==> config.mk <==
export PLATFORM = sky130hd
export DESIGN_NAME = blank_write_arbiter
export DESIGN_NICKNAME = d
export VERILOG_FILES = /design/src/rtl/blank_write_arbiter.sv
export SDC_FILE = /design/constraint.sdc
export NUM_CORES = 1
export LEC_CHECK = 0
export ABC_AREA = 1
export BUFFER_PORTS_ARGS = -buffer_cell sky130_fd_sc_hd__buf_2
export CAP_MARGIN = 20
export CORE_ASPECT_RATIO = 0.5
export CORE_MARGIN = 2
export CORE_UTILIZATION = 33
export DETAILED_ROUTE_END_ITERATION = 7
export PLACE_DENSITY = 0.64
export SLEW_MARGIN = 5
export SYNTH_ARGS = -nofsm -noshare
export SYNTH_HDL_FRONTEND = slang
export SYNTH_SLANG_ARGS = --single-unit
==> constraint.sdc <==
create_clock -name clk_pixel_in -period 3.68 [get_ports clk_pixel_in]
set_input_delay 0.184 -clock clk_pixel_in [delete_from_list [all_inputs] [get_ports clk_pixel_in]]
set_output_delay 0.184 -clock clk_pixel_in [all_outputs]
set_load 0.02 [all_outputs]
==> src/rtl/blank_write_arbiter.sv <==
// Round-robin arbiter sharing the frame-buffer BRAM write port during video blanking.
// Optional stall statistics enabled by defining BLANK_WRITE_ARB_STATS_EN.
module blank_write_arbiter #(
    parameter int NUM_REQ         = 4,
    parameter int ADDR_WIDTH      = 17,
    parameter int DATA_WIDTH      = 16,
    parameter int BURST_MAX       = 8,
    parameter int GUARD           = 4,
    parameter int ACTIVE_H_PIXELS = 1280,
    parameter int TOTAL_PIXELS    = 1650,
    parameter int ACTIVE_LINES    = 720,
    parameter int TOTAL_LINES     = 750
) (
    input  logic                            clk_pixel_in,
    input  logic                            rst_in,
    input  logic [$clog2(TOTAL_PIXELS)-1:0] hcount_in,
    input  logic [$clog2(TOTAL_LINES)-1:0]  vcount_in,
    input  logic                            nf_in,
    input  logic [NUM_REQ-1:0]              req_valid_in,
    input  logic [NUM_REQ*ADDR_WIDTH-1:0]   req_addr_in,
    input  logic [NUM_REQ*DATA_WIDTH-1:0]   req_data_in,
    output logic [NUM_REQ-1:0]              req_ready_out,
    output logic                            bram_we_out,
    output logic [ADDR_WIDTH-1:0]           bram_addr_out,
    output logic [DATA_WIDTH-1:0]           bram_data_out,
    output logic [NUM_REQ-1:0]              grant_out,
    output logic [15:0]                     stall_count_out
);
    localparam int HW = $clog2(TOTAL_PIXELS);
    localparam int VW = $clog2(TOTAL_LINES);
    localparam int OW = $clog2(NUM_REQ);
    localparam logic [HW-1:0] H_OPEN    = HW'(ACTIVE_H_PIXELS);
    localparam logic [HW-1:0] H_CLOSE   = HW'(TOTAL_PIXELS - GUARD);
    localparam logic [VW-1:0] V_OPEN    = VW'(ACTIVE_LINES);
    localparam logic [VW-1:0] V_CLOSE   = VW'(TOTAL_LINES - 1);
    localparam logic [7:0]    BEAT_LAST = 8'(BURST_MAX - 1);
    localparam logic [OW-1:0] LAST_REQ  = OW'(NUM_REQ - 1);

    localparam logic [0:0] IDLE  = 1'b0;
    localparam logic [0:0] BURST = 1'b1;

    logic [0:0]    state;
    logic [OW-1:0] owner;
    logic [OW-1:0] rr_ptr;
    logic [7:0]    beat_cnt;

    logic          window;
    logic          own_valid;
    logic          beat_p0;
    logic          pick_found;
    logic [OW-1:0] pick_idx;
    logic [OW-1:0] next_ptr;

    // The read path prefetches the next line, so the horizontal window closes GUARD pixels early.
    assign window = (hcount_in >= H_OPEN && hcount_in < H_CLOSE) ||
                    (vcount_in >= V_OPEN && vcount_in < V_CLOSE);

    assign own_valid = req_valid_in[owner];
    assign beat_p0   = (state == BURST) && own_valid && window;
    assign next_ptr  = (owner == LAST_REQ) ? '0 : owner + OW'(1);

    always_comb begin
        int cand;
        cand       = 0;
        pick_found = 1'b0;
        pick_idx   = '0;
        for (int k = 0; k < NUM_REQ; k++) begin
            cand = int'(rr_ptr) + k;
            if (cand >= NUM_REQ) cand = cand - NUM_REQ;
            if (!pick_found && req_valid_in[OW'(cand)]) begin
                pick_found = 1'b1;
                pick_idx   = OW'(cand);
            end
        end
    end

    always_comb begin
        req_ready_out = '0;
        grant_out     = '0;
        if (state == BURST) begin
            req_ready_out[owner] = window;
            grant_out[owner]     = 1'b1;
        end
    end

    // Stage p0 -> p1: accepted beat becomes the registered BRAM write.
    always_ff @(posedge clk_pixel_in) begin
        if (rst_in) begin
            state         <= IDLE;
            owner         <= '0;
            rr_ptr        <= '0;
            beat_cnt      <= '0;
            bram_we_out   <= 1'b0;
            bram_addr_out <= '0;
            bram_data_out <= '0;
        end else begin
            bram_we_out <= beat_p0;
            if (beat_p0) begin
                bram_addr_out <= req_addr_in[int'(owner)*ADDR_WIDTH +: ADDR_WIDTH];
                bram_data_out <= req_data_in[int'(owner)*DATA_WIDTH +: DATA_WIDTH];
            end
            case (state)
                IDLE: begin
                    if (window && pick_found) begin
                        state    <= BURST;
                        owner    <= pick_idx;
                        beat_cnt <= '0;
                    end
                end
                default: begin
                    if (beat_p0) beat_cnt <= beat_cnt + 8'd1;
                    if ((beat_p0 && beat_cnt == BEAT_LAST) || !own_valid || !window) begin
                        state  <= IDLE;
                        rr_ptr <= next_ptr;
                    end
                end
            endcase
        end
    end

`ifdef BLANK_WRITE_ARB_STATS_EN
    logic [15:0] stall_cnt;
    logic [15:0] stall_cnt_nxt;
    logic [15:0] stall_frame;

    function automatic logic [15:0] sat_inc16(input logic [15:0] val, input logic inc);
        return (inc && val != 16'hFFFF) ? val + 16'd1 : val;
    endfunction

    assign stall_cnt_nxt = sat_inc16(stall_cnt, (|req_valid_in) && !beat_p0);

    always_ff @(posedge clk_pixel_in) begin
        if (rst_in) begin
            stall_cnt   <= '0;
            stall_frame <= '0;
        end else if (nf_in) begin
            stall_frame <= stall_cnt_nxt;
            stall_cnt   <= '0;
        end else begin
            stall_cnt <= stall_cnt_nxt;
        end
    end

    assign stall_count_out = stall_frame;
`else
    logic unused_nf;
    assign unused_nf       = nf_in;
    assign stall_count_out = 16'd0;
`endif

endmodule

==> impl_summary.log <==
INFO  metric run_status = complete, no violations
INFO  metric synth_compound_area_frac = 0.252
INFO  metric synth.largest_area_cell = sky130_fd_sc_hd__dfxtp_1
INFO  metric clock_path_buffers = 2
INFO  metric dp_hpwl = between 7000 and 8000 um
INFO  metric synth_largest_type_area_fraction = 0.279
INFO  metric ys_ff_latch = 47
INFO  metric timing.clock.skew = around 0.0040 ns
INFO  metric postSynthCellCount = 540
INFO  metric timing_worst_setup_path_type = reg -> out
INFO  metric n_antenna_cell = 0
INFO  metric cts.repair.resized = 0
INFO  metric drive_gt1_frac = 0.339
INFO  metric routedWlPerCell = roughly 12 um
INFO  metric gpl.final_weighted_congestion = 0.802
INFO  metric io_pins = about 220
INFO  metric synth_top_family_by_area = simple AND/OR/NAND/NOR gates
INFO  metric startpoint_type_of_the_worst_setup_path = flop
INFO  metric insertion_delay = 0.29 ns
INFO  metric drt_first_pass_iters = 4
INFO  metric core_region_area = 10,100 sq um
INFO  metric timing.final.max_slew_violations = 0
INFO  metric place.port_buffers = 199
INFO  metric number_of_endpoints_failing_setup_at_the_final_stage = 0
INFO  metric post_cts.repair.setup_buffers = 0
INFO  metric cts_max_level = 2
INFO  metric grt_max_degree = 69
INFO  metric min_path_type = in -> reg
INFO  metric maximum_clock_rate = between 0.3 and 0.4 GHz
INFO  metric synthesis.area_per_instance = 6.24 sq um
INFO  metric grt_setup_unrepaired = false
INFO  metric fin_tns_setup = 0 ns
INFO  metric worst_ir_drop_vdd = about 0.17 mV
INFO  metric endpoint_kind = output port
INFO  metric postRouteWirelength = 10,400 um
INFO  metric floorplan.die_area = 11,100 sq um
INFO  metric dieHeight = between 70 and 80 um
INFO  metric cts-buffers-inserted = 5
INFO  metric detail_route.vias_per_cell = approximately 4.8
INFO  metric clock_tree.root_cell = sky130_fd_sc_hd__clkbuf_16
INFO  metric cts_tree = yes
INFO  metric flow.area_growth_from_synthesis = 32.4%
INFO  metric yosys_warnings = 0
INFO  metric layout.core_utilization = 0.443
INFO  metric groute.usage.overall = 0.182
INFO  metric finalCritPeriodShare = 0.704
INFO  metric setup.reg_to_reg.worst_slack = 1.15 ns
INFO  metric cellLeakagePower = 2.19 nW
INFO  metric headroom_to_the_max_slew_limit = 0.303
INFO  metric synthTopCellsByArea = sky130_fd_sc_hd__dfxtp_1 (28%), sky130_fd_sc_hd__nor2_1 (17%), sky130_fd_sc_hd__o21ai_0 (14%)
INFO  metric nFillCells = 1,144
INFO  metric first_global_vias = 3,462
INFO  metric sequential_share_of_the_synthesized_area = 0.279
INFO  metric critical_path_required = roughly 3.5 ns
INFO  metric netlist_area_pre_place = 3370 sq um
INFO  metric crit_arrival = 2.41 ns
INFO  metric initial_utilization = 0.334
INFO  metric postCtsHoldBufs = 0
INFO  metric post_synthesis_simple_gate_area_fraction = 0.316
INFO  metric tightestPinTransition = 1.04 ns
INFO  metric critPathMaxFanout = 68
INFO  metric first_pass_grt_wire_length = between 15,000 and 20,000 um
INFO  metric antenna_found_initial = 0
INFO  metric holdWs = ~0.26 ns
INFO  metric yosys.cell_types.count = 33
INFO  metric numClockSinks = 47
INFO  metric first_iter_violations = 157
INFO  metric fraction_of_synthesized_cell_area_in_xor_and_xnor_cells = 0.0104
INFO  metric finalWorstPathRequiredPeriod = 2.59 ns
INFO  metric overflow = 0
INFO  metric synth_adder_area_share = 0.0186
INFO  metric finalNetCount = 877
INFO  metric route.vias.total = approximately 4,100
INFO  metric final-hold-violation-count = 0
INFO  metric maxcap_violations = 0
INFO  metric drt_drc_violations_left = 0
INFO  metric placedCellCount = between 800 and 900
INFO  metric die-width = 147 um
INFO  metric power_density = between 300 and 400 nW/um^2
INFO  metric final-instance-count-excl-fill = approximately 850
INFO  metric synth.area.mux_share = 0
INFO  metric report.power.total = around 1.4 mW
INFO  metric remaining_number_of_nets_flagged_by_the_antenna_check_after_routing = 0
INFO  metric floorplan.rows = 26
INFO  metric clk_pin_slew_worst_setup_hold_paths = 0.06 ns
==> cells by family (layout without fill, tap and decap cells) <==
| family | Yosys count | after routing |
|---|---|---|
| DFF | 47 | 47 |
| other | 1 | 16 |
| and+or+nand+nor | 251 | 251 |
| xor gates and xnor gates | 4 | 4 |
| buffers and inverters | 76 | 234 |
| AOI/OAI and AO/OA | 156 | 156 |
| adders and majority gates | 5 | 5 |
==> report_power, final <==
group	internal, mW	switching [mW]
sequential	0.524	0.0218
clock	0.289	0.195
combinational	0.150	0.222
==> cells in the final DEF, fill, tap and decap left out, types with 8 or more instances in the layout <==
cell and n:
sky130_fd_sc_hd__dfxtp_1 46, sky130_fd_sc_hd__nor2_1 155, sky130_fd_sc_hd__a21oi_1 8, sky130_fd_sc_hd__o22ai_1 33, sky130_fd_sc_hd__buf_2 199, sky130_fd_sc_hd__o21ai_0 97
sky130_fd_sc_hd__nand2_1 57, sky130_fd_sc_hd__nand3_1 10, sky130_fd_sc_hd__nand3_2 8, sky130_fd_sc_hd__o21ai_1 10, sky130_fd_sc_hd__inv_1 18, sky130_fd_sc_hd__conb_1 16
==> synthesized netlist by cell type (all sizes together) <==
master and count:
conb 1, ha 5, nand2 63, and2 1
xor2 3, nor3b 1, o21ai 107, clkinv 1
xnor2 1, nor3 4, nand3 18, inv 23
o21a 1, nor2 159, a21oi 14, nand4 5
a31oi 1, dfxtp 47, o22ai 33, buf 33
clkbuf 19
==> critical path, stage by stage, from the launching register on <==
cell and delay (ns):
sky130_fd_sc_hd__dfxtp_2 0.78, sky130_fd_sc_hd__inv_2 0.60, sky130_fd_sc_hd__ha_1 0.39, sky130_fd_sc_hd__nand2_1 0.12, sky130_fd_sc_hd__nor2_1 0.06, sky130_fd_sc_hd__buf_2 0.15
==> worst paths after layout <==
| path | end | from | depth (start not counted) |
|---|---|---|---|
| setup / recovery | req_ready_out[0] | owner[0] | 5 |
| hold / removal | beat_cnt[3] | rst_in | 2 |
| setup reg to reg | beat_cnt[0] | owner[0] | 7 |
| hold reg to reg | bram_data_out[5] | bram_data_out[5] | 2 |
==> per-layer routing <==
layer / GRT usage / part of all wire
met4: 0.0502 / 0.013
met1: 0.219 / 0.45
met2: 0.334 / 0.49
met5: 0 / 0
met3: 0.0437 / 0.052
==> sequential cells by signal, indices dropped and copies added, names as in the netlist <==
name and count:
state 1, bram_data_out 16, bram_addr_out 17, bram_we_out 1, beat_cnt 8, rr_ptr 2
owner 2
==> area by class of cell <==
cell class                      count  area, sq um  share of cell area
Clock buffer                        7          153              0.0342
Clock inverter                      1         7.51             0.00168
Inverter                           24         96.3              0.0216
Multi-Input combinational cell    432         2070               0.464
Sequential cell                    47          942               0.211
Tap cell                          140          175              0.0392
Timing Repair Buffer              202         1020               0.228
==> per-stage QoR <==
stage / setup slack, ns / instance area (sq um)
2_1_floorplan: 2.07 / 3430
3_3_place_gp: 1.16 / 4300
3_5_place_dp: 1.12 / 4300
4_1_cts: 1.07 / 4460
5_1_grt: 0.874 / 4460
6_report: 1.09 / 4460
Power figures use the tool's default switching activity.
